===== src/rtl/qs_fifo_push_arb.sv =====
// Round-robin push arbiter in front of a qs_fifo write port.
// A credit counter of free slots makes sure a registered push never meets a full FIFO.
module qs_fifo_push_arb #(
  parameter int DATA_W = 8,
  parameter int DEPTH  = 2,
  parameter int NREQ   = 3
) (
  input  logic                       clk,
  input  logic                       reset,
  input  logic [NREQ-1:0]            req_i,
  input  logic [NREQ*DATA_W-1:0]     req_data_i,
  output logic [NREQ-1:0]            ack_o,
  output logic                       push_o,
  output logic [DATA_W-1:0]          push_data_o,
  input  logic                       fifo_pop_i,
  input  logic                       fifo_full_i,
  output logic [$clog2(DEPTH+1)-1:0] credit_o,
  output logic                       err_o
);

  localparam int CW = $clog2(DEPTH + 1);
  localparam int PW = $clog2(NREQ);

  logic [PW-1:0]     r_rr_ptr;
  logic [CW-1:0]     r_credit;
  logic              r_push;
  logic [DATA_W-1:0] r_push_data;
  logic              r_err;

  logic              w_found;
  logic [PW-1:0]     w_winner;
  logic              w_issue;
  logic [NREQ-1:0]   w_ack;
  logic [CW:0]       w_credit_sum;
  logic [CW-1:0]     w_credit_d;
  logic              w_pop_at_full;

  // Scan starts just after the last winner so every requester gets a turn.
  always_comb begin
    w_found  = 1'b0;
    w_winner = '0;
    for (int i = 1; i <= NREQ; i++) begin
      if (!w_found && req_i[(int'(r_rr_ptr) + i) % NREQ]) begin
        w_found  = 1'b1;
        w_winner = PW'((int'(r_rr_ptr) + i) % NREQ);
      end
    end
  end

  assign w_issue = (|req_i) && (r_credit != '0) && !reset;

  always_comb begin
    w_ack = '0;
    if (w_issue) w_ack = NREQ'(1) << w_winner;
  end

  assign w_pop_at_full = fifo_pop_i && (r_credit == CW'(DEPTH));

  // Issue only happens with credit > 0, so the sum cannot underflow.
  assign w_credit_sum = {1'b0, r_credit} + (CW+1)'(fifo_pop_i) - (CW+1)'(w_issue);

  always_comb begin
    w_credit_d = w_credit_sum[CW-1:0];
    if (w_credit_sum > (CW+1)'(DEPTH)) w_credit_d = CW'(DEPTH);
  end

  always_ff @(posedge clk) begin
    if (reset) begin
      r_push      <= 1'b0;
      r_push_data <= '0;
      r_credit    <= CW'(DEPTH);
      r_rr_ptr    <= PW'(NREQ - 1);
      r_err       <= 1'b0;
    end else begin
      r_push   <= w_issue;
      r_credit <= w_credit_d;
      if (w_issue) begin
        r_push_data <= req_data_i[w_winner*DATA_W +: DATA_W];
        r_rr_ptr    <= w_winner;
      end
      if ((r_push && fifo_full_i) || w_pop_at_full) r_err <= 1'b1;
    end
  end

  assign ack_o       = w_ack;
  assign push_o      = r_push;
  assign push_data_o = r_push_data;
  assign credit_o    = r_credit;
  assign err_o       = r_err;

endmodule


===== config.mk =====
export PLATFORM = sky130hd
export DESIGN_NAME = qs_fifo_push_arb
export DESIGN_NICKNAME = d
export VERILOG_FILES = /design/src/rtl/qs_fifo_push_arb.sv
export SDC_FILE = /design/constraint.sdc
export NUM_CORES = 1
export LEC_CHECK = 0
export BUFFER_PORTS_ARGS = -buffer_cell sky130_fd_sc_hd__buf_2
export CAP_MARGIN = 0
export CORE_MARGIN = 5
export CORE_UTILIZATION = 38
export DETAILED_ROUTE_END_ITERATION = 6
export PLACE_DENSITY = 0.74
export SETUP_SLACK_MARGIN = 0.5
export SLEW_MARGIN = 20
export SYNTH_ARGS = -nofsm -noshare
export SYNTH_HDL_FRONTEND = slang
export SYNTH_SLANG_ARGS = --single-unit

===== constraint.sdc =====
create_clock -name clk -period 2.65 [get_ports clk]
set_input_delay 0.6625 -clock clk [delete_from_list [all_inputs] [get_ports clk]]
set_output_delay 0.6625 -clock clk [all_outputs]
set_load 0.01 [all_outputs]

==> metrics.txt, run 1 <==
WL per Instance=13.2 um; Reg2Reg Capture Point=credit_o[0]; first-pass iteration count of the detailed router=4; Post-synth EDFFs=0; Max IR drop VDD=0.520 mV; CP startpoint=r_rr_ptr[1]; CP max FO=4; Pleak=0.674 nW; DR vias=842; DRC=0; Vias/cell=4.87; ranking of synthesized cells by area=dfxtp_1 36%, mux2i_1 10%, o221ai_1 9.0%; Int Power=0.727 mW; Hold Vio Cnt, Final=0; Worst EP required=1.99 ns; Seq pwr share=0.300; post-DP HPWL=1650 um; Clock Tree Buf Depth=2; critical path depth in cells=7; cell count after placement=160; CP max-delay cell=or3_4; top cells by instance count after synthesis=18 x inv_1, 14 x dfxtp_1, 10 x nand2_1, 8 x mux2i_1, 8 x o221ai_1; fin crit share=0.927; Final GP Congestion=0.772; Die ar.=0.00306 mm2; initial antenna violation count=0; outcome=completed; first-pass GRT wire length=4030 um; fill cell count=177; number of buffers created by CTS=3; Initial DRC Count=12; I/O Buffers=45; CP delay by family, top=simple AND/OR/NAND/NOR gates; hold crit path type=reg2reg; CP endpoint kind=primary output; Worst-Skew Late Latency=0.26 ns; ys flop type=dfxtp_1; final setup vio count=0; Root Buffer Master=clkbuf_4; synthesized area per cell=8.97 um2; final slew viol count=0; synthesis-stage register bit count=14; count leader, synth=inv_1; core area=0.00196 mm2; Worst Setup Start Kind=register; H-tree lvl count=1; asr flop ratio synth=0; MaxCap Viol Count=0; post-synthesis sequential area ratio=0.359; Clock Sink Count=14; Syn Nets=123; CTS tree=yes; final wirelength=2290 um; combinational power share=0.607; critical path type=reg2out; Syn Inst Count=87; Setup crit end=ack_o[0]; layout cells sized above 1=0.562; Slew @ Worst Pin=0.423 ns; fin util=0.650; Sw Ratio=0.390; worst reg2reg setup slack=0.41 ns; setup TNS=0 ns; minimum clock period after layout=2.46 ns; FP Rows=16; clk slew on worst S/H paths=0.08 ns; RSZ-0062 raised after global routing=yes; Ys Warns=0; critical-path cell list=inv_1, ha_2, a21boi_2, or3_4, nand2_4, and3_4, buf_6; worst r2r src=credit_o[1]; net switching power=0.464 mW; Clk network pwr share=0.093; initial core utilization=0.398; clk_skew=0.00308 ns; Reg2Reg Depth=9; GRT Residual Overflow=0; total track usage=0.155; largest net degree at the start of global routing=11; Yosys top cell area share=0.359; Critical path buffers and inverters=2; vias in the first global route=887; Area growth syn-to-layout=63.3%; slew margin rel.=0.718; CP max stage delay=0.42 ns; antenna viol nets, final=0; Max Freq=407 MHz; post-synthesis instance area=781 um2; Layout Nets=184; Die W=55.3 um; Power Density=934 mW/mm2; Post-Layout Cell Count=173; total power=1.19 mW; cell taking the most area after synthesis=dfxtp_1; count of cell types in the netlist=26; ant diodes=0; Top Ports=46; Data arrival, critical path=1.79 ns; Vert. Die Dim=55.3 um
-- sequential cells by signal, indices dropped and copies added (netlist names) --
name / count
credit_o: 2
err_o: 1
push_data_o: 8
push_o: 1
r_rr_ptr: 2
-- per-layer routing --
layer | routed length [um] | GRT usage | up-vias
li1 | - | - | 420
met1 | 931 | 0.179 | 395
met2 | 1260 | 0.294 | 23
met3 | 66 | 0.0140 | 4
met4 | 33 | 0.0486 | 0
met5 | 0 | 0 | -
-- cells by family (layout without fill, tap and decap cells) --
family / count (synthesis) / count (layout) / synth area share
compound gates: 15 / 15 / 0.157
mux: 8 / 8 / 0.103
flops: 14 / 14 / 0.359
fa+ha+maj: 6 / 6 / 0.104
buf+inv: 19 / 78 / 0.101
simple gates: 24 / 24 / 0.165
xor+xnor: 1 / 1 / 0.0112
-- power groups by stage --
stage          sequential, mW  combinational, mW  clock, mW
3_3_place_gp            0.351              0.552          0
3_5_place_dp            0.355              0.571          0
6_report                0.358              0.723      0.111
5_1_grt                 0.369              0.785      0.127
4_1_cts                 0.356              0.693      0.114
2_1_floorplan           0.390              0.343          0
-- through the flow --
| stage | hold WS, ns | setup WS [ns] | instance area (um2) |
|---|---|---|---|
| finish | 0.465 | 0.193 | 1270 |
| global route | 0.486 | 0.139 | 1270 |
| CTS | 0.469 | 0.235 | 1240 |
| detailed placement | 0.445 | 0.00874 | 1080 |
| global placement | 0.440 | 0.0888 | 1080 |
| floorplan | 0.456 | 0.289 | 813 |
-- area by class of cell --
type	count	area, um2	area share
Multi-Input combinational cell	54	518	0.406
Timing Repair Buffer	57	350	0.275
Sequential cell	14	283	0.222
Inverter	18	67.6	0.0530
Tap cell	27	33.8	0.0265
Clock buffer	3	22.5	0.0177
-- tightest hold or removal path: stages (launching register included) --
cell and delay (ns):
dfxtp_1 0.33, nand2_1 0.05, o221ai_1 0.06
-- worst min-delay path by stage --
| stage | start | slack (ns) | cells past startpoint | end |
|---|---|---|---|---|
| 2_1_floorplan | r_rr_ptr[0] | 0.46 | 1 | r_rr_ptr[0] |
| 3_3_place_gp | push_data_o[2] | 0.44 | 2 | push_data_o[2] |
| 3_5_place_dp | push_data_o[4] | 0.44 | 2 | push_data_o[4] |
| 6_report | push_data_o[2] | 0.47 | 2 | push_data_o[2] |
| 5_1_grt | push_data_o[0] | 0.49 | 2 | push_data_o[0] |
| 4_1_cts | push_data_o[5] | 0.47 | 2 | push_data_o[5] |
-- cell usage in the layout (no fill, tap or decap), types with 2 or more instances in the layout --
cell type  instances
inv_1             16
dfxtp_1           12
clkbuf_4           3
o221ai_1           8
nor2_2             2
buf_4             12
ha_2               2
buf_6              4
or3_4              2
inv_2              2
nand2_1            9
nor3_4             2
mux2i_1            8
dfxtp_2            2
buf_2             40
a21oi_1            3
-- timing repair --
| item | 4_1_cts | 5_1_grt |
|---|---|---|
| endpoints found under the setup margin | 5 | 5 |
| hold buffers | 0 | 0 |
| pin swaps | 10 | 8 |
| setup buffers | 8 | 2 |
| resized for setup | 22 | 6 |
Note: power is estimated with default switching activity, not from simulation.
==> run 2: changes to the inputs <==
--- a/config.mk
+++ b/config.mk
@@ -5,12 +5,13 @@
 export SDC_FILE = /design/constraint.sdc
 export NUM_CORES = 1
 export LEC_CHECK = 0
+export ABC_AREA = 1
 export BUFFER_PORTS_ARGS = -buffer_cell sky130_fd_sc_hd__buf_2
 export CAP_MARGIN = 0
 export CORE_MARGIN = 5
-export CORE_UTILIZATION = 38
+export CORE_UTILIZATION = 39
 export DETAILED_ROUTE_END_ITERATION = 6
-export PLACE_DENSITY = 0.74
+export PLACE_DENSITY = 0.7
 export SETUP_SLACK_MARGIN = 0.5
 export SLEW_MARGIN = 20
 export SYNTH_ARGS = -nofsm -noshare
==> run 2 against run 1 <==
  * First-iteration DRC count grew to 2.8 times the previous value
  * Global-route usage barely moved
  * Register-to-register slack improved by 0.07 ns
  * Power increased by 98%
  * Synthesized cell count rose by 100%
  * Sequential share of layout area down 5.9 points
  * Clock power rose by 35%
  * Highest routed layer unchanged
==> metrics.txt, run 2 <==
outcome=completed; first-pass iteration count of the detailed router=4 (unchanged); Initial DRC Count=33 (+21); number of flip-flops in the largest register=8 (unchanged); fin area=0.00173 mm2 (+36%); Worst-Skew Late Latency=0.27 ns (about the same); FP Rows=19 (+3); synthesis-stage register bit count=14 (unchanged); critical path type=reg2out; post-DP HPWL=2410 um (+46%); DR vias=1288 (+53%); slew margin rel.=0.824 (+0.106); Die W=63.6 um (+15%); Worst Setup Start Kind=register; Syn Inst Count=174 (+100%); dpl ws=-0.0446 ns (-0.0533 ns); Die ar.=0.00404 mm2 (+32%); DRC=0 (unchanged); clk slew on worst S/H paths=0.08 ns (about the same); final slew viol count=0 (unchanged); Hold Vio Cnt, Final=0 (unchanged); largest net degree at the start of global routing=21 (+10); Layout Nets=275 (+49%); Global Route met2 Usage=0.259 (-0.0350); synthesized area per cell=6.44 um2 (-28%); ys flop type=dfxtp_1; antenna viol nets, final=0 (unchanged); Area growth syn-to-layout=54.3%; CP max FO=6 (+2); Worst EP required=1.99 ns (about the same); hold crit path type=reg2reg; GRT Residual Overflow=0 (unchanged); commonest non-fill, non-tap cell in the layout=buf_2; number of buffers created by CTS=3 (unchanged); clk_skew=0.00644 ns (+0.00336 ns); final setup vio count=0 (unchanged); Clock Sink Count=14 (unchanged); CP endpoint kind=primary output; Max IR drop VDD=0.906 mV (+74%); asr flop ratio synth=0 (unchanged); Clock Tree Buf Depth=2 (unchanged); ant diodes=0 (unchanged); setup TNS=0 ns (unchanged); final setup margin=0.157 ns (-0.0359 ns); total track usage=0.155 (-0.000363); fin crit share=0.941 (+0.0135); count leader, synth=nand3_1; post-synthesis sequential area ratio=0.250 (-0.109); CTS tree=yes; Vert. Die Dim=63.6 um (+15%); vias in the first global route=1193 (+34%); MaxCap Viol Count=0 (unchanged); Max Freq=401 MHz (-1.4%); post-synthesis instance area=0.00112 mm2 (+43%); RSZ-0062 raised after global routing=yes; minimum clock period after layout=2.49 ns (+0.0359 ns); Final GP Congestion=0.854 (+11%); Ys Warns=0 (unchanged); Vias/cell=4.79 (-1.6%); met1 usage in global routing=0.207 (+0.0280); Data arrival, critical path=1.83 ns (+0.04 ns); layout cells sized above 1=0.458 (-0.104); gr busiest metal=met2; H-tree lvl count=1 (unchanged); Root Buffer Master=clkbuf_4; count of cell types in the netlist=23 (-12%); Top Ports=46 (unchanged); cell taking the most area after synthesis=dfxtp_1; Slew @ Worst Pin=0.262 ns (-0.161 ns); ranking of synthesized cells by area=dfxtp_1 25%, nand3_1 16%, inv_1 12%; most frequent cells in the layout=42 x buf_2, 32 x nand3_1, 30 x inv_1; final wirelength=3050 um (+33%); initial antenna violation count=0 (unchanged); Power Density=1370 mW/mm2 (+46%); first-pass GRT wire length=5220 um (+29%); post-place instance area=0.00154 mm2 (+43%); Syn Nets=210 (+71%); core area=0.00276 mm2 (+41%); grt met3 use=0.0195 (+0.00555); initial core utilization=0.406 (+0.00812); Pleak=0.941 nW (+39%); Post-synth EDFFs=0 (unchanged); top cells by instance count after synthesis=36 x nand3_1, 35 x inv_1, 29 x nand2_1, 19 x a21oi_1, 14 x dfxtp_1; CTS Hold Bufs=0 (unchanged); Yosys top cell area share=0.250 (-0.109); WL per Instance=11.3 um (-14%); I/O Buffers=45 (unchanged)
run 2: changes by cell type in the layout (fill, tap and decap cells not counted), moves of 3 or more:
cell,delta
nand3_1,+31
nand2_1,+18
a21oi_1,+16
inv_1,+14
mux2i_1,-8
o221ai_1,-8
nand2_2,+6
buf_4,+5
nand3_2,+5
ha_4,+3
nand2_4,+3
nor2_4,+3
run 2: logic make-up (layout without fill, tap and decap cells):
group                    Yosys count  in the layout  share of synthesized area
AO/OA/AOI/OAI                     24             24                      0.113
adder cells (fa/ha/maj)            5              5                     0.0626
AND/OR/NAND/NOR                   88             88                      0.423
buffers and inverters             43            107                      0.151
flip-flops                        14             14                      0.250
run 2: critical path, stage by stage (launching register included):
cell and delay, ns:
dfxtp_2 0.34, inv_2 0.04, ha_4 0.26, o21ai_2 0.20
nand2_4 0.13, nand3_2 0.12, nand3_4 0.09, nand2_4 0.09
nand2_1 0.06, nor2_2 0.08, buf_2 0.13
run 2: report_power, final:
part / internal, mW / switching, mW
Sequential: 0.313 / 0.0660
Combinational: 0.818 / 1.01
Clock: 0.0834 / 0.0669
run 2: area by class of cell:
class                           count  area (um2)
Clock buffer                        4        36.3
Tap cell                           31        38.8
Sequential cell                    14         282
Timing Repair Buffer               63         395
Multi-Input combinational cell    117         798
Inverter                           40         178
Fill cell                         262        1030
run 2: final timing paths:
path | start | endpoint | slack, ns | cells past startpoint
max | r_rr_ptr[0] | ack_o[0] | 0.16 | 10
min | err_o | err_o | 0.51 | 2
max reg2reg | credit_o[1] | credit_o[1] | 0.48 | 9
min reg2reg | err_o | err_o | 0.51 | 2
run 2: what timing repair did:
action	CTS	global route
setup buffers	6	2
cloned	0	0
setup endpoints to repair	5	5
gates resized for setup	14	12
pin swaps	13	10
endpoints found under the hold margin	0	0
run 2: layer usage:
layer  vias up  part of all wire
li1        681                 -
met1       581              0.45
met2        24              0.50
met3         2             0.045
met4         0            0.0052
met5         -                 0
run 2: through the flow:
stage	total power, mW	hold slack, ns	utilization	std cells
after floorplan	1.51	0.452	-	174
after global placement	1.97	0.481	0.559	257
after detailed placement	1.99	0.474	0.559	257
after CTS	2.29	0.513	0.604	267
after global routing	2.62	0.545	0.627	269
final	2.36	0.508	0.627	269
==> run 3: changes to the inputs <==
--- a/config.mk
+++ b/config.mk
@@ -5,13 +5,12 @@
 export SDC_FILE = /design/constraint.sdc
 export NUM_CORES = 1
 export LEC_CHECK = 0
-export ABC_AREA = 1
 export BUFFER_PORTS_ARGS = -buffer_cell sky130_fd_sc_hd__buf_2
 export CAP_MARGIN = 0
 export CORE_MARGIN = 5
 export CORE_UTILIZATION = 39
 export DETAILED_ROUTE_END_ITERATION = 6
-export PLACE_DENSITY = 0.7
+export PLACE_DENSITY = 0.73
 export SETUP_SLACK_MARGIN = 0.5
 export SLEW_MARGIN = 20
 export SYNTH_ARGS = -nofsm -noshare
==> constraint.sdc (replaced) <==
create_clock -name clk -period 2.3 [get_ports clk]
set_input_delay 0.575 -clock clk [delete_from_list [all_inputs] [get_ports clk]]
set_output_delay 0.575 -clock clk [all_outputs]
set_load 0.01 [all_outputs]
==> run 3 against run 2 <==
  * Clock power increased by 23%
  * First-iteration DRC count decreased by 85%
  * Setup slack got worse by 0.26 ns
  * The run now ends with negative setup slack left
  * Largest power group unchanged
  * Largest cell class unchanged
  * Critical path type unchanged
==> metrics.txt, run 3 (synthesized netlist as in run 1, its figures left out) <==
Final GP Congestion=0.773 (-9.5%); Power Density=1100 mW/mm2 (-20%); Initial DRC Count=5 (-85%); grt met3 use=0.0381 (+0.0186); Clk network pwr share=0.131 (+0.067); Die W=54.7 um (-14%); MaxCap Viol Count=0 (unchanged); Worst Hold Launch=push_data_o[5]; Clock Sink Count=14 (unchanged); WL per Instance=14.4 um (+27%); layout cells sized above 1=0.599 (+0.141); total track usage=0.179 (+0.0241); commonest non-fill, non-tap cell in the layout=buf_2; GRT Residual Overflow=0 (unchanged); critical path type=reg2out; Int Power=0.854 mW (-30%); Root Buffer Master=clkbuf_4; fill cell count=162 (-38%); Vert. Die Dim=54.7 um (-14%); H-tree lvl count=1 (unchanged); RSZ-0062 raised after global routing=yes; I/O Buffers=45 (unchanged); first-pass GRT wire length=3810 um (-27%); most frequent cells in the layout=42 x buf_2, 15 x inv_1, 12 x buf_4; outcome=finished, violations left; gr busiest metal=met2; clk slew on worst S/H paths=0.09 ns (about the same); Reg2Reg Capture Point=credit_o[0]; Pleak=0.674 nW (-28%); final wirelength=2510 um (-18%); met1 usage in global routing=0.190 (-0.0174); Seq pwr share=0.300 (+0.139); Global Route met2 Usage=0.333 (+0.0738); CTS Hold Bufs=0 (unchanged); Vias/cell=5.03 (+5.1%); DRC=0 (unchanged); Hold Vio Cnt, Final=0 (unchanged); fin crit share=1.04; net switching power=0.557 mW (-51%); DR vias=876 (-32%); Worst-Skew Late Latency=0.28 ns (about the same); total power=1.41 mW (-40%); CP max FO=5 (-1); minimum clock period after layout=2.40 ns; initial antenna violation count=0 (unchanged); hold slack=0.471 ns (-0.0369 ns); number of flip-flops in the largest register=8 (unchanged); Max Freq=417 MHz; clk_skew=0.00166 ns (-0.00478 ns); ant diodes=0 (unchanged); Die ar.=0.00300 mm2 (-26%); post-DP HPWL=1850 um (-23%); multi-input logic area=520 um2 (-35%); worst reg2reg setup slack=0.27 ns (-0.21 ns); CTS tree=yes; Slew @ Worst Pin=0.471 ns (+0.209 ns); hold crit path type=reg2reg; CP endpoint kind=primary output; final setup margin=-0.0991 ns (-0.256 ns); FP Rows=16 (-3); first-pass iteration count of the detailed router=4 (unchanged); Data arrival, critical path=1.82 ns (about the same); number of buffers created by CTS=3 (unchanged); Worst EP required=1.73 ns (-0.26 ns); Worst Setup Start Kind=register; largest net degree at the start of global routing=11 (-48%); final slew viol count=0 (unchanged); combinational power share=0.569 (-0.207); core area=0.00194 mm2 (-30%); hold path endpoint=push_data_o[5]; Sw Ratio=0.395 (-0.0905); final setup vio count=2 (+2); Top Ports=46 (unchanged); hold path depth=2 (unchanged); register area=287 um2 (+1.8%); worst r2r src=credit_o[1]; Reg2Reg Depth=8 (-1); Area growth syn-to-layout=64.7%; Max IR drop VDD=0.524 mV (-42%); slew margin rel.=0.685 (-0.139); initial core utilization=0.402 (-0.00402); vias in the first global route=870 (-27%); antenna viol nets, final=0 (unchanged); Clock Tree Buf Depth=2 (unchanged); failing checks=negative setup slack; Layout Nets=184 (-33%)
[run 3: changes by cell type in the layout (fill, tap and decap cells not counted), moves of 5 or more]
cell      delta
nand3_1     -31
a21oi_1     -16
buf_4        -5
mux2i_1      +8
o221ai_1     +7
nand2_1     -19
inv_1       -15
[run 3: critical path: stages, from the launching register on]
cell     delay (ns)
dfxtp_4        0.36
inv_2          0.04
ha_4           0.26
nor3b_1        0.14
or3_4          0.40
nand2_2        0.08
and3_4         0.17
buf_6          0.09
[run 3: through the flow]
stage / cell area [um2] / TNS (ns) / cells / utilization / setup WS [ns]
finish: 1290 / -0.112 / 174 / 0.662 / -0.0991
detailed placement: 1130 / -0.307 / 167 / 0.581 / -0.144
CTS: 1250 / -0.0806 / 173 / 0.643 / -0.0806
global route: 1290 / -0.249 / 174 / 0.662 / -0.142
global placement: 1130 / -0.208 / 167 / 0.581 / -0.101
floorplan: 813 / 0 / 87 / - / 0.0269
[run 3: power by group through the flow]
stage | Combinational [mW] | Clock (mW) | Sequential, mW
after global routing | 0.882 | 0.195 | 0.436
after floorplan | 0.395 | 0 | 0.449
after global placement | 0.640 | 0 | 0.408
final | 0.803 | 0.184 | 0.423
after detailed placement | 0.670 | 0 | 0.411
after CTS | 0.754 | 0.188 | 0.418
[run 3: layout make-up]
type / count / area share
multi-input combinational: 54 / 0.405
timing repair buffer: 57 / 0.266
sequential: 14 / 0.223
inverter: 18 / 0.0525
clock buffer: 4 / 0.0282
tap: 27 / 0.0263
[run 3: per-layer routing]
layer | up-vias | share of wire
li1 | 423 | -
met1 | 420 | 0.36
met2 | 31 | 0.58
met3 | 2 | 0.056
met4 | 0 | 0.0072
met5 | - | 0
[run 3: worst max-delay path by stage]
stage	start	endpoint	slack, ns	cells after the start
finish	r_rr_ptr[0]	ack_o[0]	-0.1	7
global route	r_rr_ptr[0]	ack_o[0]	-0.14	7
CTS	r_rr_ptr[0]	ack_o[0]	-0.08	7
detailed placement	req_i[1]	credit_o[0]	-0.14	10
global placement	req_i[1]	credit_o[0]	-0.10	10
floorplan	req_i[1]	credit_o[0]	0.03	9
[run 3: repair_timing]
item / in CTS / in global routing
pin swaps: 5 / 4
buffers inserted: 2 / 1
gates resized for setup: 19 / 9
setup endpoints to repair: 13 / 13
